**config.mk**
```make
export PLATFORM = sky130hd
export DESIGN_NAME = grad_dac_sequencer
export DESIGN_NICKNAME = d
export VERILOG_FILES = /design/src/rtl/grad_pkg.sv /design/src/rtl/grad_interval_timer.sv /design/src/rtl/grad_dac_sequencer.sv
export SDC_FILE = /design/constraint.sdc
export NUM_CORES = 1
export LEC_CHECK = 0
export ABC_AREA = 0
export CORE_ASPECT_RATIO = 0.7
export CORE_MARGIN = 2
export CORE_UTILIZATION = 35
export CTS_BUF_LIST = sky130_fd_sc_hd__clkbuf_16
export DETAILED_ROUTE_END_ITERATION = 7
export REMOVE_ABC_BUFFERS = 1
export SYNTH_ARGS = -nofsm -noshare
export SYNTH_HDL_FRONTEND = slang
export SYNTH_HIERARCHICAL = 1
export SYNTH_SLANG_ARGS = --single-unit
```
**constraint.sdc**
```tcl
create_clock -name clk -period 5.25 [get_ports clk]
set_input_delay 1.575 -clock clk [delete_from_list [all_inputs] [get_ports clk]]
set_output_delay 1.575 -clock clk [all_outputs]
set_load 0.01 [all_outputs]
```
**src/rtl/grad_pkg.sv**
```systemverilog
// grad_pkg: shared state encoding and sizing constants for the gradient DAC sequencer
package grad_pkg;
  typedef enum logic [1:0] {IDLE, FETCH, READY} state_t;
  localparam int NCH = 4;
  localparam int CH_W = 24;
  localparam int MIN_INTERVAL_DEF = 8;
endpackage

```
**src/rtl/grad_interval_timer.sv**
```systemverilog
// grad_interval_timer: loadable down-counter that ticks at zero and reloads its period
module grad_interval_timer (
  input  logic        clk,
  input  logic        rstn,
  input  logic        load,
  input  logic        en,
  input  logic [15:0] load_val,
  output logic        tick
);
  logic [15:0] cnt, rld;
  assign tick = en && cnt == 16'd0;
  always_ff @(posedge clk or negedge rstn) begin
    if (!rstn) begin
      cnt <= '0;
      rld <= '0;
    end else if (load) begin
      cnt <= load_val;
      rld <= load_val;
    end else if (en) begin
      cnt <= tick ? rld : cnt - 16'd1;
    end
  end
endmodule

```
**src/rtl/grad_dac_sequencer.sv**
```systemverilog
// grad_dac_sequencer: fetches four channel words per sample from BRAM and issues them
// to the DAC serialiser on a programmable tick, counting ticks that could not be honoured
module grad_dac_sequencer
  import grad_pkg::*;
#(
  parameter int ADDR_W = 12,
  parameter int MIN_INTERVAL = MIN_INTERVAL_DEF
) (
  input  logic              clk,
  input  logic              rstn,
  input  logic              start_i,
  input  logic              stop_i,
  input  logic              loop_i,
  input  logic [15:0]       interval_i,
  input  logic [ADDR_W-3:0] last_idx_i,
  output logic [ADDR_W-1:0] mem_addr_o,
  output logic              mem_en_o,
  input  logic [31:0]       mem_data_i,
  output logic [CH_W-1:0]   datax_o,
  output logic [CH_W-1:0]   datay_o,
  output logic [CH_W-1:0]   dataz_o,
  output logic [CH_W-1:0]   dataz2_o,
  output logic              valid_o,
  input  logic              busy_i,
  output logic              running_o,
  output logic              done_o,
  output logic [ADDR_W-3:0] sample_idx_o,
  output logic [15:0]       underrun_cnt_o
);
  localparam int IW = ADDR_W - 2;
  state_t state, state_nxt;
  logic [IW-1:0] idx, last_idx;
  logic loop_r;
  logic [2:0] fcnt;
  logic [CH_W-1:0] stage [NCH];
  logic [15:0] ival, ival_m1;
  logic active, tick, start_ok, abort, issue, miss, last, finish;
  assign active = state != IDLE;
  assign start_ok = !active && start_i && !stop_i;
  assign abort = active && stop_i;
  assign ival = interval_i < 16'(MIN_INTERVAL) ? 16'(MIN_INTERVAL) : interval_i;
  assign ival_m1 = ival - 16'd1;
  assign last = idx == last_idx;
  assign issue = tick && !stop_i && state == READY && !busy_i;
  assign miss = tick && !stop_i && (state == FETCH || (state == READY && busy_i));
  assign finish = issue && last && !loop_r;
  assign running_o = active;
  assign sample_idx_o = idx;
  assign mem_en_o = state == FETCH && !fcnt[2];
  assign mem_addr_o = mem_en_o ? {idx, fcnt[1:0]} : '0;
  grad_interval_timer u_timer (
    .clk,
    .rstn,
    .load(start_ok),
    .en(active),
    .load_val(ival_m1),
    .tick
  );
  always_comb begin
    state_nxt = abort ? IDLE :
                start_ok ? FETCH :
                (state == FETCH && fcnt[2]) ? READY :
                issue ? (finish ? IDLE : FETCH) : state;
  end
  always_ff @(posedge clk or negedge rstn) begin
    if (!rstn) state <= IDLE;
    else state <= state_nxt;
  end
  // fcnt counts fetch cycles; word k lands one cycle after its address, hence the -1 slot
  always_ff @(posedge clk or negedge rstn) begin
    if (!rstn) begin
      idx <= '0;
      last_idx <= '0;
      loop_r <= 1'b0;
      fcnt <= '0;
      stage <= '{default: '0};
      datax_o <= '0;
      datay_o <= '0;
      dataz_o <= '0;
      dataz2_o <= '0;
      valid_o <= 1'b0;
      done_o <= 1'b0;
      underrun_cnt_o <= '0;
    end else begin
      valid_o <= issue;
      done_o <= finish;
      if (start_ok) begin
        last_idx <= last_idx_i;
        loop_r <= loop_i;
        idx <= '0;
        fcnt <= '0;
        underrun_cnt_o <= '0;
      end
      if (state == FETCH && !abort) begin
        fcnt <= fcnt + 3'd1;
        if (fcnt != 3'd0) stage[2'(fcnt - 3'd1)] <= mem_data_i[CH_W-1:0];
      end
      if (issue) begin
        datax_o <= stage[0];
        datay_o <= stage[1];
        dataz_o <= stage[2];
        dataz2_o <= stage[3];
        idx <= last ? '0 : idx + IW'(1);
        fcnt <= '0;
      end
      if (miss && underrun_cnt_o != 16'hFFFF) underrun_cnt_o <= underrun_cnt_o + 16'd1;
    end
  end
endmodule
```
==> summary.md <==
| Metric | Value |
|---|---|
| Synth warnings | `6` |
| Number of remaining DRC errors | `0` |
| Reg clk slew, reported paths | `0.06 ns` |
| Number of port buffers | `193` |
| DR WL/cell | `16.7 microns` |
| Final hold violations | `0` |
| Max-cap violations | `0` |
| Finished Core Util | `45.9%` |
| Crit Path Max Fanout | `5` |
| DIE AREA | `0.0344 sq mm` |
| Skew final | `0.0114 ns` |
| Cells after Synth | `1104` |
| Unique masters post-synth | `60` |
| Fin. max-slew vios | `0` |
| Area of the mapped netlist | `0.0115 sq mm` |
| Slew at the pin closest to its max-slew limit | `1.23 ns` |
| Cell area after layout | `0.0148 sq mm` |
| Avg Inst Size Synth | `10.4 sq um` |
| FP Rows | `55` |
| Worst hold path type | `flip-flop to flip-flop` |
| # setup viols final | `0` |
| Post-synthesis sequential area ratio | `58.2%` |
| Die Span X | `221 microns` |
| Syn-to-layout area delta | `28.7%` |
| Yosys reg bits | `268` |
| CP Class | `input port to flip-flop` |
| Seq. cell area | `0.00671 sq mm` |
| Main flop type after synthesis | `dfrtp_1` |
| Unrepaired setup endpoints after global routing | `no` |
| Die height | `156 microns` |
| Core ar. | `0.0323 sq mm` |
| Most frequent cells in the layout | `nand2_1, dfrtp_1, clkdlybuf4s50_1, mux2_2, o21ai_0` |
| Slew headroom | `18.0%` |
| Largest net degree at the start of global routing | `118` |
| Vias in the first global route | `8638` |
| CTS tree | `yes` |
| Power, Total | `5.64 mW` |
| Via Count | `8504` |
| Drt initial violations | `479` |
| Crit end category | `flip-flop` |
| Routed Antenna Nets | `0` |
| Vias per cell | `4.88` |
| Post-synth ARST share | `100%` |
| Outcome | `complete, no violations` |
| Non-Filler Instances | `1742` |
| DR pass1 iterations | `5` |
| GR Util All Layers | `17.3%` |
| Cell Area, Placed | `0.0139 sq mm` |
| Critical path startpoint | `interval_i[7]` |
| Leak pwr | `7.10 nW` |
| CTS resizes | `0` |
| Setup WS post-layout | `1.09 ns` |
| Pwr dens | `380 mW/mm^2` |
| Routability cong. | `0.786` |
| Initial antenna violation count | `0` |
| RR Startpoint | `u_timer/cnt[7]` |
| Max Fclk | `0.240 GHz` |
| Post-CTS Setup Bufs | `0` |
| Fill count | `3131` |
| Hold Slack | `0.457 ns` |
| Congestion Overflow GR | `0` |
| Worst slack at placement | `0.533 ns` |
| Area occupied by multi-input gates | `0.00455 sq mm` |
| HP Start | `stage[88]` |
| CTS Hold Bufs | `0` |
| Min Tclk post-route | `4.16 ns` |
| Setup TNS | `0 ns` |
| CP Data Arrival Time | `4.59 ns` |
| Dpl hpwl | `19100 microns` |
| Starting Density | `35.6%` |
| Num Clock Sinks | `268` |
| Commonest non-fill, non-tap cell in the layout | `nand2_1` |
| Layout cells sized above 1 | `13.6%` |
| Worst EP required | `5.68 ns` |
| Startpoint types | `input port` |
| Io pins | `202` |
| Nets | `1366` |
| CTS Buf Count | `28` |
| First-pass GRT wire length | `48200 microns` |
| Clock Root Buffer | `clkbuf_16` |
| H-tree Lvls | `1` |
| Routed Wire Length | `29100 microns` |
| VDD IR-drop max | `0.233 mV` |
| Max Root-Sink Buffers | `3` |
| Period utilisation layout | `79.3%` |
| Number of synthesized flops with an enable pin | `0` |
| Placed Instances | `1690` |
| Worst-Skew Late Latency | `0.55 ns` |
-- where the power goes --
part	internal (mW)	switching (mW)	total (mW)	leakage, nW
sequential	2.49	0.267	2.76	3.58
combinational	0.475	0.389	0.863	3.06
clock	1.19	0.832	2.02	0.470
-- flip-flops by register name (all words and copies together), names as in the netlist --
name / count
datax_o: 24
datay_o: 24
dataz2_o: 24
dataz_o: 24
done_o: 1
fcnt: 3
last_idx: 10
loop_r: 1
sample_idx_o: 10
stage: 96
state: 2
u_timer/cnt: 16
u_timer/rld: 16
underrun_cnt_o: 16
valid_o: 1
-- routing by layer --
layer | GRT usage, % | vias to the layer above | share of wire [%]
met3 | 2.92 | 33 | 3.8
met2 | 27.7 | 155 | 45
met4 | 3.04 | 0 | 1.5
li1 | - | 4078 | -
met5 | 0 | - | 0
met1 | 25.0 | 4238 | 49
-- cell families (layout without fill, tap and decap cells) --
group,count (synthesis),count (layout),share of synthesized area (%)
AO/OA/AOI/OAI,104,104,5.76
XOR/XNOR,34,34,2.58
adder cells (fa/ha/maj),9,9,0.977
buffers and inverters,65,275,2.36
flip-flops,268,268,58.2
multiplexers,107,107,10.4
other,0,1,0
AND/OR/NAND/NOR,517,517,19.7
-- final cells by class --
type	count	share of cell area, %
antenna	1	0.0169
clock buffer	29	4.89
clock inverter	22	1.34
inverter	20	0.506
multi-input combinational	771	30.7
sequential	268	45.2
tap	427	3.60
timing repair buffer	204	13.8
-- Yosys cell counts (all sizes together) (9+ instances only) --
| cell type | number | area share (%) |
|---|---|---|
| nand2 | 380 | 12 |
| dfrtp | 268 | 58 |
| mux2 | 105 | 10 |
| o21ai | 42 | 1.8 |
| nand3 | 35 | 1.7 |
| nor2 | 26 | 0.85 |
| xor2 | 26 | 2.0 |
| buf | 23 | 0.99 |
| clkbuf | 22 | 0.72 |
| inv | 19 | 0.62 |
| a31oi | 16 | 1.0 |
| and3 | 14 | 0.76 |
| nor3 | 14 | 0.65 |
| a21oi | 13 | 0.60 |
| ha | 9 | 0.98 |
-- worst paths after layout --
path	end	slack [ns]	cells after the start
setup / recovery	u_timer/cnt[10]	1.09	12
hold / removal	datax_o[16]	0.46	2
setup reg to reg	dataz2_o[8]	1.13	10
hold reg to reg	datax_o[16]	0.46	2
max in group asynchronous	dataz2_o[10]	3.19	2
min in group asynchronous	dataz2_o[18]	1.10	1
-- critical path, stage by stage --
cell and delay (ns):
clkdlybuf4s50_1 0.50, or4_4 0.58, or3_4 0.40, nand2b_4 0.17
nand2_1 0.13, ha_1 0.22, and3b_1 0.21, nand2_1 0.11
nor4_1 0.24, xor2_1 0.14, a22oi_1 0.19, o21ai_0 0.10
(Power assumes the default switching activity.)
